===== src/rtl/spell_dbg_host.sv =====
// Host-side master for the SPELL core's serial debug port.
// Turns a parallel command stream (write/read register, run, step) into the
// bit-level pin sequences the core samples on ui_in, deserialises dump data
// from the core's shift-out pin and reports the core's stop status.
//
// All outputs come straight from flops. The next-state logic computes the
// state for the coming cycle, and the pin values are decoded from that next
// state, so each pin changes on the same edge that the state does.
//
//  state     | meaning
//  ----------+------------------------------------------------------------
//  IDLE      | ready for a command (cmd_ready high)
//  SHIFT     | write data shifted out on dbg_shift_in, MSB first, 8 cycles
//  LOAD      | dbg_load pulse, core latches the shifted byte
//  DUMP      | dbg_dump pulse, core starts presenting the selected register
//  GAP       | wait for the core's capture/output pipeline to fill
//  CAPTURE   | sample dbg_shift_out, MSB first, 8 cycles
//  RUN       | dbg_run pulse (with dbg_step for STEP)
//  GUARD     | 2 cycles with dbg_stop ignored while the core leaves Stop/Sleep
//  WAIT_STOP | wait for dbg_stop, bounded by TIMEOUT
//  RESP      | rsp_valid pulse
module spell_dbg_host #(
   parameter int SAMPLE_DELAY = 2,
   parameter int TIMEOUT      = 50000,
   parameter int TIMEOUT_W    = 16
) (
   input  logic       clk,
   input  logic       rst,
   input  logic       cmd_valid,
   output logic       cmd_ready,
   input  logic [1:0] cmd_op,
   input  logic [1:0] cmd_reg,
   input  logic [7:0] cmd_data,
   input  logic       cmd_wait,
   output logic       rsp_valid,
   output logic [7:0] rsp_data,
   output logic       rsp_timeout,
   output logic       dbg_run,
   output logic       dbg_step,
   output logic       dbg_load,
   output logic       dbg_dump,
   output logic       dbg_shift_in,
   output logic [1:0] dbg_reg_sel,
   input  logic       dbg_shift_out,
   input  logic       dbg_stop
);

   typedef enum logic [3:0] {
      S_IDLE,
      S_SHIFT,
      S_LOAD,
      S_DUMP,
      S_GAP,
      S_CAPTURE,
      S_RUN,
      S_GUARD,
      S_WAIT_STOP,
      S_RESP
   } state_t;

   localparam logic [1:0] OP_WRITE = 2'd0;
   localparam logic [1:0] OP_READ  = 2'd1;
   localparam logic [1:0] OP_RUN   = 2'd2;
   localparam logic [1:0] OP_STEP  = 2'd3;
   localparam logic [1:0] REG_EXEC = 2'd2;

   localparam logic [TIMEOUT_W-1:0] CNT_ONE        = TIMEOUT_W'(1);
   localparam logic [TIMEOUT_W-1:0] CNT_BIT_LAST   = TIMEOUT_W'(7);
   localparam logic [TIMEOUT_W-1:0] CNT_GUARD_LAST = TIMEOUT_W'(1);
   localparam logic [TIMEOUT_W-1:0] CNT_GAP_LAST   =
      TIMEOUT_W'((SAMPLE_DELAY >= 2) ? (SAMPLE_DELAY - 2) : 0);
   localparam logic [TIMEOUT_W-1:0] CNT_TO_LAST    = TIMEOUT_W'(TIMEOUT - 1);

   state_t                state_q, state_d;
   logic [TIMEOUT_W-1:0]  cnt_q, cnt_d;
   logic [1:0]            op_q, op_d;
   logic [1:0]            reg_q, reg_d;
   logic [7:0]            data_q, data_d;
   logic                  wait_q, wait_d;
   logic [6:0]            cap_q, cap_d;
   logic                  timeout_d;

   logic                  cmd_ready_q, cmd_ready_d;
   logic                  rsp_valid_q, rsp_valid_d;
   logic [7:0]            rsp_data_q, rsp_data_d;
   logic                  rsp_timeout_q, rsp_timeout_d;
   logic                  run_q, run_d;
   logic                  step_q, step_d;
   logic                  load_q, load_d;
   logic                  dump_q, dump_d;
   logic                  shin_q, shin_d;
   logic [1:0]            sel_q, sel_d;

   // Sequencer: next state, counters, latched command and capture shifter.
   always_comb begin
      state_d   = state_q;
      cnt_d     = cnt_q;
      op_d      = op_q;
      reg_d     = reg_q;
      data_d    = data_q;
      wait_d    = wait_q;
      cap_d     = cap_q;
      timeout_d = 1'b0;
      case (state_q)
         S_IDLE: begin
            if (cmd_valid) begin
               op_d   = cmd_op;
               reg_d  = cmd_reg;
               data_d = cmd_data;
               wait_d = cmd_wait;
               cnt_d  = '0;
               case (cmd_op)
                  OP_WRITE: state_d = S_SHIFT;
                  OP_READ:  state_d = S_DUMP;
                  default:  state_d = S_RUN;
               endcase
            end
         end
         S_SHIFT: begin
            if (cnt_q == CNT_BIT_LAST) begin
               state_d = S_LOAD;
               cnt_d   = '0;
            end else begin
               cnt_d  = cnt_q + CNT_ONE;
               data_d = {data_q[6:0], 1'b0};
            end
         end
         S_LOAD: begin
            // Only an EXEC write runs code, so only it has a stop to wait for.
            cnt_d = '0;
            if (wait_q && (reg_q == REG_EXEC)) begin
               state_d = S_GUARD;
            end else begin
               state_d = S_RESP;
            end
         end
         S_DUMP: begin
            cnt_d = '0;
            if (SAMPLE_DELAY == 1) begin
               state_d = S_CAPTURE;
            end else begin
               state_d = S_GAP;
            end
         end
         S_GAP: begin
            if (cnt_q == CNT_GAP_LAST) begin
               state_d = S_CAPTURE;
               cnt_d   = '0;
            end else begin
               cnt_d = cnt_q + CNT_ONE;
            end
         end
         S_CAPTURE: begin
            cap_d = {cap_q[5:0], dbg_shift_out};
            if (cnt_q == CNT_BIT_LAST) begin
               state_d = S_RESP;
            end else begin
               cnt_d = cnt_q + CNT_ONE;
            end
         end
         S_RUN: begin
            cnt_d = '0;
            if (wait_q) begin
               state_d = S_GUARD;
            end else begin
               state_d = S_RESP;
            end
         end
         S_GUARD: begin
            if (cnt_q == CNT_GUARD_LAST) begin
               state_d = S_WAIT_STOP;
               cnt_d   = '0;
            end else begin
               cnt_d = cnt_q + CNT_ONE;
            end
         end
         S_WAIT_STOP: begin
            // A stop seen in the final counted cycle still counts as a stop.
            if (dbg_stop) begin
               state_d = S_RESP;
            end else if (cnt_q == CNT_TO_LAST) begin
               state_d   = S_RESP;
               timeout_d = 1'b1;
            end else begin
               cnt_d = cnt_q + CNT_ONE;
            end
         end
         S_RESP: begin
            state_d = S_IDLE;
         end
         default: begin
            state_d = S_IDLE;
         end
      endcase
   end

   // Pin values for the coming cycle, decoded from the next state.
   always_comb begin
      cmd_ready_d   = (state_d == S_IDLE);
      rsp_valid_d   = (state_d == S_RESP);
      rsp_timeout_d = (state_d == S_RESP) && timeout_d;
      rsp_data_d    = rsp_data_q;
      if (state_d == S_RESP) begin
         rsp_data_d = (op_q == OP_READ) ? {cap_q, dbg_shift_out} : 8'h00;
      end
      run_d  = (state_d == S_RUN);
      // dbg_step stays up one cycle past the run pulse.
      step_d = (op_d == OP_STEP) && ((state_d == S_RUN) || (state_q == S_RUN));
      load_d = (state_d == S_LOAD);
      dump_d = (state_d == S_DUMP);
      shin_d = (state_d == S_SHIFT) ? data_d[7] : 1'b0;
      sel_d  = ((state_d == S_IDLE) || (state_d == S_RESP)) ? 2'd0 : reg_d;
   end

   // Sequencer state register.
   always_ff @(posedge clk or posedge rst) begin
      if (rst) begin
         state_q <= S_IDLE;
         cnt_q   <= '0;
         op_q    <= 2'd0;
         reg_q   <= 2'd0;
         data_q  <= 8'h00;
         wait_q  <= 1'b0;
         cap_q   <= 7'h00;
      end else begin
         state_q <= state_d;
         cnt_q   <= cnt_d;
         op_q    <= op_d;
         reg_q   <= reg_d;
         data_q  <= data_d;
         wait_q  <= wait_d;
         cap_q   <= cap_d;
      end
   end

   // Output registers.
   always_ff @(posedge clk or posedge rst) begin
      if (rst) begin
         cmd_ready_q   <= 1'b1;
         rsp_valid_q   <= 1'b0;
         rsp_data_q    <= 8'h00;
         rsp_timeout_q <= 1'b0;
         run_q         <= 1'b0;
         step_q        <= 1'b0;
         load_q        <= 1'b0;
         dump_q        <= 1'b0;
         shin_q        <= 1'b0;
         sel_q         <= 2'd0;
      end else begin
         cmd_ready_q   <= cmd_ready_d;
         rsp_valid_q   <= rsp_valid_d;
         rsp_data_q    <= rsp_data_d;
         rsp_timeout_q <= rsp_timeout_d;
         run_q         <= run_d;
         step_q        <= step_d;
         load_q        <= load_d;
         dump_q        <= dump_d;
         shin_q        <= shin_d;
         sel_q         <= sel_d;
      end
   end

   assign cmd_ready    = cmd_ready_q;
   assign rsp_valid    = rsp_valid_q;
   assign rsp_data     = rsp_data_q;
   assign rsp_timeout  = rsp_timeout_q;
   assign dbg_run      = run_q;
   assign dbg_step     = step_q;
   assign dbg_load     = load_q;
   assign dbg_dump     = dump_q;
   assign dbg_shift_in = shin_q;
   assign dbg_reg_sel  = sel_q;

endmodule


===== config.mk =====
export PLATFORM = sky130hd
export DESIGN_NAME = spell_dbg_host
export DESIGN_NICKNAME = d
export VERILOG_FILES = /design/src/rtl/spell_dbg_host.sv
export SDC_FILE = /design/constraint.sdc
export NUM_CORES = 1
export LEC_CHECK = 0
export ABC_CLOCK_PERIOD_IN_PS = 3200
export CAP_MARGIN = 5
export CORE_MARGIN = 5
export CORE_UTILIZATION = 45
export CTS_CLUSTER_SIZE = 24
export DETAILED_ROUTE_END_ITERATION = 8
export MAX_ROUTING_LAYER = met4
export PLACE_DENSITY = 0.7
export SLEW_MARGIN = 20
export SYNTH_ARGS = -nofsm -noshare
export SYNTH_HDL_FRONTEND = slang
export SYNTH_SLANG_ARGS = --single-unit

===== constraint.sdc =====
create_clock -name clk -period 3.2 [get_ports clk]
set_clock_uncertainty 0.05 [all_clocks]
set_input_delay 0.32 -clock clk [delete_from_list [all_inputs] [get_ports clk]]
set_output_delay 0.32 -clock clk [all_outputs]
set_load 0.005 [all_outputs]

==> impl_results.md <==
* Result of the run: finished, final reports clean
* Ranking of synthesized cells by area: sky130_fd_sc_hd__dfrtp_1, sky130_fd_sc_hd__nand2_1, sky130_fd_sc_hd__mux2_2, sky130_fd_sc_hd__inv_1, sky130_fd_sc_hd__mux2i_1
* Leading register cell type out of synthesis: sky130_fd_sc_hd__dfrtp_1
* DP Wirelength at approximately 4.4 mm
* Pre-Repair DR Iteration Count at 7
* Final estimated routing congestion in global placement at 0.826
* Global route overflow at 0
* Total of hold buffers inserted after clock tree synthesis at 0
* Std-Cell Core Area at 6310 µm²
* Number of antenna violations at the first check in global routing at 0
* Flip-flop and latch count after synthesis at 58
* Reg-to-reg critical path startpoint: cnt_q[0]
* Overall fraction of global-route tracks in use at 17.3%
* Die span in x at 90.3 µm
* Fill cells at 558
* Required arrival time at the worst endpoint at 3.34 ns
* Initial Utilization at 46.0%
* Remaining number of nets flagged by the antenna check after routing at 0
* Portion of the post-synthesis area used by sequential elements at 50.1%
* Antenna diodes at 0
* Average detailed-routed wire length per instance at ~15 µm
* Max-capacitance violation count at 0
* Die outline height at 90.3 µm
* Clock Tree Root: sky130_fd_sc_hd__clkbuf_8
* Synth-to-layout area growth at 21.7%
* Global-route wire length before repair at 11.2 mm
* Power per Cell Area at between 900 and 1000 nW/µm²
* Maximum number of pins on one net before global-route repair at 59
* Final hold vios at 0
* Share of the cycle needed by the critical path after routing at between 90% and 100%
* Layout cells sized above 1 at 11.9%
* Kind of end point of the critical path: flop
* Critical path origin: cnt_q[0]
* Category of the most critical setup path: reg2reg
* Critical path peak fanout at 11
* Setup slack of the most critical reg-to-reg path at approximately 0.31 ns
* Synth area leader: sky130_fd_sc_hd__dfrtp_1
* Post-route standard cell area excluding fillers at 3530 µm²
* Syn avg cell area at approximately 10 µm²
* Post-synth design cell area at 2900 µm²
* Vias at roughly 2.3k
* Worst rel slew slack at 52.5%
* Master of the slowest instance on the critical path: sky130_fd_sc_hd__o41a_1
* Total of buffers placed on input and output ports at 35
* RSZ-0062 raised after global routing: no
* Final max-slew violation count at 0
* Max Freq at 345 MHz
* Clock Latency Late Sink at 0.34 ns
* Overall power consumption at 0.00335 W
* Yosys Warn Count at 0
* Depth of the CTS H-tree at 3
* Area enclosed by the die boundary at around 8000 µm²
* Iteration-0 DRC Markers at 192
* Number of enable flip-flop cells after synthesis at 0
* Path type of the worst min-delay path: in2async
* Slowest stage delay, CP at about 0.66 ns
* Drt total wl at between 6 and 7 mm
* Post-CTS repair timing setup buffer count at 0
* Number of global-route vias before repair at 2343
* Critical path data arrival time at 3.04 ns
* Cell area after placement at roughly 3300 µm²
* Area share of the largest cell type after synthesis at 49.2%
* CP Launch Type: flop
* Actual slew at the worst max-slew pin at 0.702 ns
* Peak ir drop on the vdd network at 582 µV
* Buffer depth of the longest clock path at 2
* Post-CTS sizing at 0
* Reported leakage power at 1.52 nW
* Clock Sink Count at 58
* Number of design rule violations left after detail routing at 0
* Proportion of register bits with asynchronous set or reset after synthesis at 100%
* FF/Latch Area at approximately 1500 µm²
* Setup violation total in the final timing report at 0
* Site row count at 29
* Fin Setup TNS at 0 ns
* Number of top-level design ports at 36
* Routed vias/inst at between 5 and 6
* Num CTS Buffers at 9
* Tmin final at between 2 and 3 ns
* Number of instances in the synthesized netlist at 288
* Synthesized net count at 309
* Crit path cell chain: ha_1 -> nor4bb_1 -> nand4_1 -> nor2b_1 -> or3b_1 -> o41a_1 -> mux2i_1
* Number of unique standard cell types used by synthesis at 51
* Final layout net count at roughly 350
* Multi-input combinational cell area at around 1300 µm²
* TritonCTS clock tree: done
* Clock edge transition at the registers on the reported setup and hold paths at 0.06 ns
* Post-Route Hold Slack at 0.300 ns
[logic make-up (layout without fill, tap and decap cells)]
group	count (synthesis)	count (layout)	share of synthesized area (%)
buffers and inverters	41	82	6.21
adder cells (fa/ha/maj)	3	3	1.29
flip-flops	58	58	50.1
AND/OR/NAND/NOR	118	118	21.8
AO/OA/AOI/OAI	47	47	12.9
multiplexers	21	21	7.76
[worst paths after layout]
path,to,depth (start not counted)
min in group clk,data_q[6],2
max reg2reg,rsp_data[6],7
max,rsp_data[6],7
min,cnt_q[3],3
max in group asynchronous,cmd_ready,3
min reg2reg,data_q[6],2
[placed cells by master, fill, tap and decap left out, drive strengths merged, types with 4 or more instances in the layout]
master	Yosys	final
a222oi	7	7
a2bb2oi	5	5
and2	4	4
and3	4	4
buf	7	7
clkbuf	9	13
clkdlybuf4s50	0	35
dfrtp	57	57
inv	25	25
mux2	12	12
mux2i	9	9
nand2	37	37
nand3	18	18
nand4	7	7
nor2	15	15
nor2b	4	4
nor4	6	6
o21ai	7	7
o311ai	7	7
o31ai	4	4
or3	4	4
[where the power goes]
part | internal [W] | leakage (nW) | switching [W]
clock network | 0.000418 | 0.106 | 0.000277
registers | 0.000973 | 0.756 | 0.000188
logic | 0.000705 | 0.663 | 0.000784
total | 0.00210 | 1.52 | 0.00125
[worst max-delay path, delay by kind of cell, from the launching register on]
kind                       cells  cell delay (ns)
DFF                            1             0.46
and+or+nand+nor                4             1.05
muxes                          1             0.20
adders and majority gates      1             0.33
AOI/OAI and AO/OA              1             0.66
[stage by stage]
stage | cells | util, % | setup slack, ns
2_1_floorplan | 288 | - | 0.574
3_3_place_gp | 391 | 52.7 | 0.412
3_5_place_dp | 391 | 52.7 | 0.326
4_1_cts | 406 | 55.9 | 0.274
5_1_grt | 406 | 55.9 | 0.0667
6_report | 406 | 55.9 | 0.305
[synthesized netlist by cell type (2+ instances only)]
| cell type | count |
|---|---|
| sky130_fd_sc_hd__clkbuf_1 | 9 |
| sky130_fd_sc_hd__and2_1 | 4 |
| sky130_fd_sc_hd__a2bb2oi_1 | 5 |
| sky130_fd_sc_hd__nor3_1 | 3 |
| sky130_fd_sc_hd__nor4_1 | 4 |
| sky130_fd_sc_hd__nand2_1 | 37 |
| sky130_fd_sc_hd__and3b_1 | 2 |
| sky130_fd_sc_hd__a222oi_1 | 7 |
| sky130_fd_sc_hd__nand4_1 | 7 |
| sky130_fd_sc_hd__or3_1 | 4 |
| sky130_fd_sc_hd__nor3b_1 | 3 |
| sky130_fd_sc_hd__inv_1 | 25 |
| sky130_fd_sc_hd__nor2_1 | 15 |
| sky130_fd_sc_hd__mux2_2 | 12 |
| sky130_fd_sc_hd__nor4b_1 | 2 |
| sky130_fd_sc_hd__o311ai_0 | 7 |
| sky130_fd_sc_hd__ha_1 | 3 |
| sky130_fd_sc_hd__buf_2 | 3 |
| sky130_fd_sc_hd__dfrtp_1 | 57 |
| sky130_fd_sc_hd__nand3b_1 | 3 |
| sky130_fd_sc_hd__mux2i_1 | 9 |
| sky130_fd_sc_hd__o31ai_1 | 4 |
| sky130_fd_sc_hd__and3_1 | 4 |
| sky130_fd_sc_hd__buf_6 | 3 |
| sky130_fd_sc_hd__o21ai_0 | 7 |
| sky130_fd_sc_hd__nor2b_1 | 4 |
| sky130_fd_sc_hd__nand2b_1 | 2 |
| sky130_fd_sc_hd__nand3_1 | 18 |
| sky130_fd_sc_hd__a21oi_1 | 3 |
[registers in the layout (all words and copies together) (netlist names), 2 cells and up]
register and count:
cnt_q 16, data_q 8, rsp_data 8, cap_q 7, state_q 4, dbg_reg_sel 2
op_q 2, reg_q 2
[routing by layer]
| metal | routed length (µm) | part of all wire, % | vias to the layer above | track usage, % |
|---|---|---|---|---|
| li1 | - | - | 1118 | - |
| met1 | 2900 | 46 | 1107 | 22.3 |
| met2 | 2990 | 48 | 50 | 26.2 |
| met3 | 289 | 4.6 | 8 | 4.58 |
| met4 | 104 | 1.7 | 0 | 6.70 |
| met5 | 0 | 0 | - | - |
[layout make-up]
type,count,share of cell area [%]
Tap cell,77,2.73
Clock buffer,13,4.78
Inverter,25,2.66
Sequential cell,58,41.1
Timing Repair Buffer,42,11.8
Clock inverter,2,0.992
Multi-Input combinational cell,189,35.9
Power figures use the tool's default switching activity.
==> edit 1: new RTL, same settings <==
Encoding of `state_t`: now one-hot (10 bits for 10 states).
--- a/src/rtl/spell_dbg_host.sv
+++ b/src/rtl/spell_dbg_host.sv
@@ -46,15 +46,15 @@
 );
 
-   typedef enum logic [3:0] {
-      S_IDLE,
-      S_SHIFT,
-      S_LOAD,
-      S_DUMP,
-      S_GAP,
-      S_CAPTURE,
-      S_RUN,
-      S_GUARD,
-      S_WAIT_STOP,
-      S_RESP
+   typedef enum logic [9:0] {
+      S_IDLE      = 10'b0000000001,
+      S_SHIFT     = 10'b0000000010,
+      S_LOAD      = 10'b0000000100,
+      S_DUMP      = 10'b0000001000,
+      S_GAP       = 10'b0000010000,
+      S_CAPTURE   = 10'b0000100000,
+      S_RUN       = 10'b0001000000,
+      S_GUARD     = 10'b0010000000,
+      S_WAIT_STOP = 10'b0100000000,
+      S_RESP      = 10'b1000000000
    } state_t;
 
Function: no difference found for any inputs over 10 cycles, from zero or initial values and one cycle with rst high; not proved beyond that.
==> edit 1 against the unedited design <==
Combinational power is 39% lower; routed wire length is 21% higher; first-iteration DRC count is 6.3% higher; power is 16% lower; setup slack better by 0.19 ns; critical endpoint is now cnt_q[12]$_DFFE_PP0P_; synthesized area is 15% higher; sequential power is 3% lower; worst hold slack better by 0.052 ns; sequential cell count is 6 higher; design area is 15% higher; clock power is 13% higher.
==> edit 1: results (changes against the unedited design) <==
Synth
  • Post-synth top cells: dfrtp_1 (62), nand2_1 (40), inv_1 (25) (was dfrtp_1 (57), nand2_1 (37), inv_1 (25))
  • Synth Area in XOR/XNOR: 0.262% (was 0%)
  • Post-synthesis mux area share: 6.10% (was 7.76%)
  • Synth Area in Adders: 1.12% (was 1.29%)
  • Seq/Total Area, Yosys: 47.9% (was 50.1%)
  • Mapped Nets: 359 (was 309)
  • Mean area per synthesized cell: 9.90 um2 (was 10.1 um2)
  • Post-synthesis cell type count: 59 (was 51)

Pwr
  • Psw: 900 uW (was 1.25 mW)
  • Tot Pwr: 2.82 mW (was 3.35 mW)
  • Worst VDD drop: 336 uV (was 582 uV)
  • Combinational Power: 916 uW (was 1.49 mW)

Setup path
  • Slowest stage delay, CP: 0.43 ns (was 0.66 ns)
  • Worst EP arrival: 2.86 ns (was 3.04 ns)
  • Max FO, Critical Path: 12 (was 11)
  • CP max-delay cell: dfrtp_1 (was o41a_1)

GRT
  • Vias in the first global route: 2705 (was 2343)
  • Gr usage total: 18.5% (was 17.3%)
  • GRT met1 Usage: 25.0% (was 22.3%)
  • GR Layer Usage met3: 3.67% (was 4.58%)
  • Largest net degree at the start of global routing: 35 (was 59)
  • Global-route wire length before repair: 13000 um (was 11200 um)

Run status
  • Outcome: complete, no violations (unchanged)

STA
  • Max_slew headroom: 55.4% (was 52.5%)

Routing
  • WL per Instance: 15.7 um (was 15.5 um)
  • DRT met1 WL: 3530 um (was 2900 um)
  • Length of routed met3 wiring: 499 um (was 289 um)
  • Via count: 2769 (was 2283)
  • Iteration-0 DRC Markers: 204 (was 192)

Placed design
  • Area after DPL: 0.00384 mm2 (was 0.00333 mm2)
  • Post-DP HPWL: 5440 um (was 4390 um)
  • GPL Wtd Cong: 0.900 (was 0.826)
  • Post-Place Setup Slack: 0.511 ns (was 0.326 ns)
  • Dpl cells: 471 (was 391)

Final layout
  • Final net count: 404 (was 346)
  • Share of cells above drive strength 1: 14.4% (was 11.9%)
  • Final cell count without fillers: 487 (was 406)
## edit 1: final cells by class
cell class                 instances  area [um2]
clock buffer                      13         159
clock inverter                     3        65.1
fill                             658        3190
inverter                          27         109
multi-input combinational        236        1560
sequential                        64        1600
tap                               99         124
timing repair buffer              45         438
## edit 1: worst paths after layout
kind | endpoint | startpoint | slack, ns | cells past startpoint
min in group clk | data_q[2]$_DFFE_PP0P_ | data_q[2]$_DFFE_PP0P_ | 0.42 | 2
setup reg to reg | cnt_q[12]$_DFFE_PP0P_ | cnt_q[0]$_DFFE_PP0P_ | 0.50 | 8
hold reg to reg | data_q[2]$_DFFE_PP0P_ | data_q[2]$_DFFE_PP0P_ | 0.42 | 2
setup / recovery | cnt_q[12]$_DFFE_PP0P_ | cnt_q[0]$_DFFE_PP0P_ | 0.50 | 8
hold / removal | dbg_load$_DFF_PP0_ | rst | 0.35 | 2
max in group asynchronous | cmd_ready$_DFF_PP1_ | rst | 2.06 | 3
==> edit 2: new RTL, config.mk and constraints unchanged <==
Made on the original files. Change the parameter `TIMEOUT_W` from 16 to 14.
--- a/src/rtl/spell_dbg_host.sv
+++ b/src/rtl/spell_dbg_host.sv
@@ -23,5 +23,5 @@
    parameter int SAMPLE_DELAY = 2,
    parameter int TIMEOUT      = 50000,
-   parameter int TIMEOUT_W    = 16
+   parameter int TIMEOUT_W    = 14
 ) (
    input  logic       clk,
Formal check against the unedited RTL: same outputs for any inputs over 10 cycles, from zero or initial values and one cycle with rst high; that may be too few to reach the edited logic, so the function may still have changed.
==> edit 2 against the unedited design <==
Setup slack improved by 0.22 ns; synthesized area fell by 3.5%; design area fell by 7.0%; sequential cell count down 2; count of clock-buffer cells in the layout fell by 6; routed wire length is 11% lower; critical path depth is 1 lower; worst hold slack improved by 0.039 ns; die area down 3.2%; global-route usage is 1.4 points lower.
Power is not compared: it rests on default switching activity, and its combinational part moved more than twofold at a synthesized area within 25%.
==> edit 2: results (changes against the unedited design) <==
CTS
  • Clk_lat worst skew: 0.30 ns (was 0.34 ns)
  • H-tree levels: 2 (was 3)
  • Reg clk slew, reported paths: 0.09 ns (was 0.06 ns)

Setup path
  • Reg2Reg Setup Slack: 0.52 ns (was 0.31 ns)
  • Worst reg2reg startpoint: cnt_q[10]$_DFFE_PP0P_ (was cnt_q[0]$_DFFE_PP0P_)
  • Worst EP arrival: 2.79 ns (was 3.04 ns)
  • CP max-delay cell: or4b_4 (was o41a_1)
  • Slowest stage delay, CP: 0.60 ns (was 0.66 ns)

Synth
  • Synth area leaders: dfrtp_1 (49%), nand2_1 (4.8%), mux2i_1 (3.2%) (was dfrtp_1 (49%), nand2_1 (4.8%), mux2_2 (4.7%))
  • Synth Area in Compound Gates: 14.4% (was 12.9%)
  • Mean area per synthesized cell: 10.1 um2 (about the same)
  • Post-synth top cells: dfrtp_1 (55), nand2_1 (36), inv_1 (23) (was dfrtp_1 (57), nand2_1 (37), inv_1 (25))

Routing
  • Total wire length: 5560 um (was 6290 um)
  • Length of routed met3 wiring: 201 um (was 289 um)
  • DRT Pass-1 Iters: 5 (was 7)
  • Vias per cell: 5.46 (was 5.62)

Placed design
  • Dpl cells: 376 (was 391)
  • GPL Wtd Cong: 0.853 (was 0.826)
  • Post-DP HPWL: 4050 um (was 4390 um)
  • Post-Place Setup Slack: 0.513 ns (was 0.326 ns)

Run status
  • Outcome: complete, no violations (unchanged)

Final layout
  • Max reg flops: 14 (was 16)
  • Share of cells above drive strength 1: 9.06% (was 11.9%)

GRT
  • Vias in the first global route: 2003 (was 2343)
  • Largest net degree at the start of global routing: 30 (was 59)
  • Met2 usage: 23.3% (was 26.2%)

STA
  • Hold_ws: 0.339 ns (was 0.300 ns)
  • Worst Max-Slew Pin Slew: 0.646 ns (was 0.702 ns)
[edit 2: cell types whose count changed in the layout (fill, tap and decap cells not counted), sizes merged, moves of 5 or more]
cell     delta
a21o        +6
a22o        +7
a2bb2oi     -5
clkbuf      -6
mux2        -5
nand3       -6
nor2        +5
o311ai      -6
[edit 2: layout make-up]
| class | instances | area (um2) |
|---|---|---|
| Fill cell | 532 | 2710 |
| Multi-Input combinational cell | 183 | 1230 |
| Clock buffer | 7 | 86.3 |
| Timing Repair Buffer | 39 | 380 |
| Sequential cell | 56 | 1400 |
| Inverter | 23 | 86.3 |
| Clock inverter | 1 | 7.51 |
| Tap cell | 75 | 93.8 |
[edit 2: logic make-up (layout without fill, tap and decap cells)]
group	after synthesis	in the layout
compound gates	51	51
mux	16	16
buf+inv	39	70
simple gates	113	113
flops	56	56
fa+ha+maj	3	3
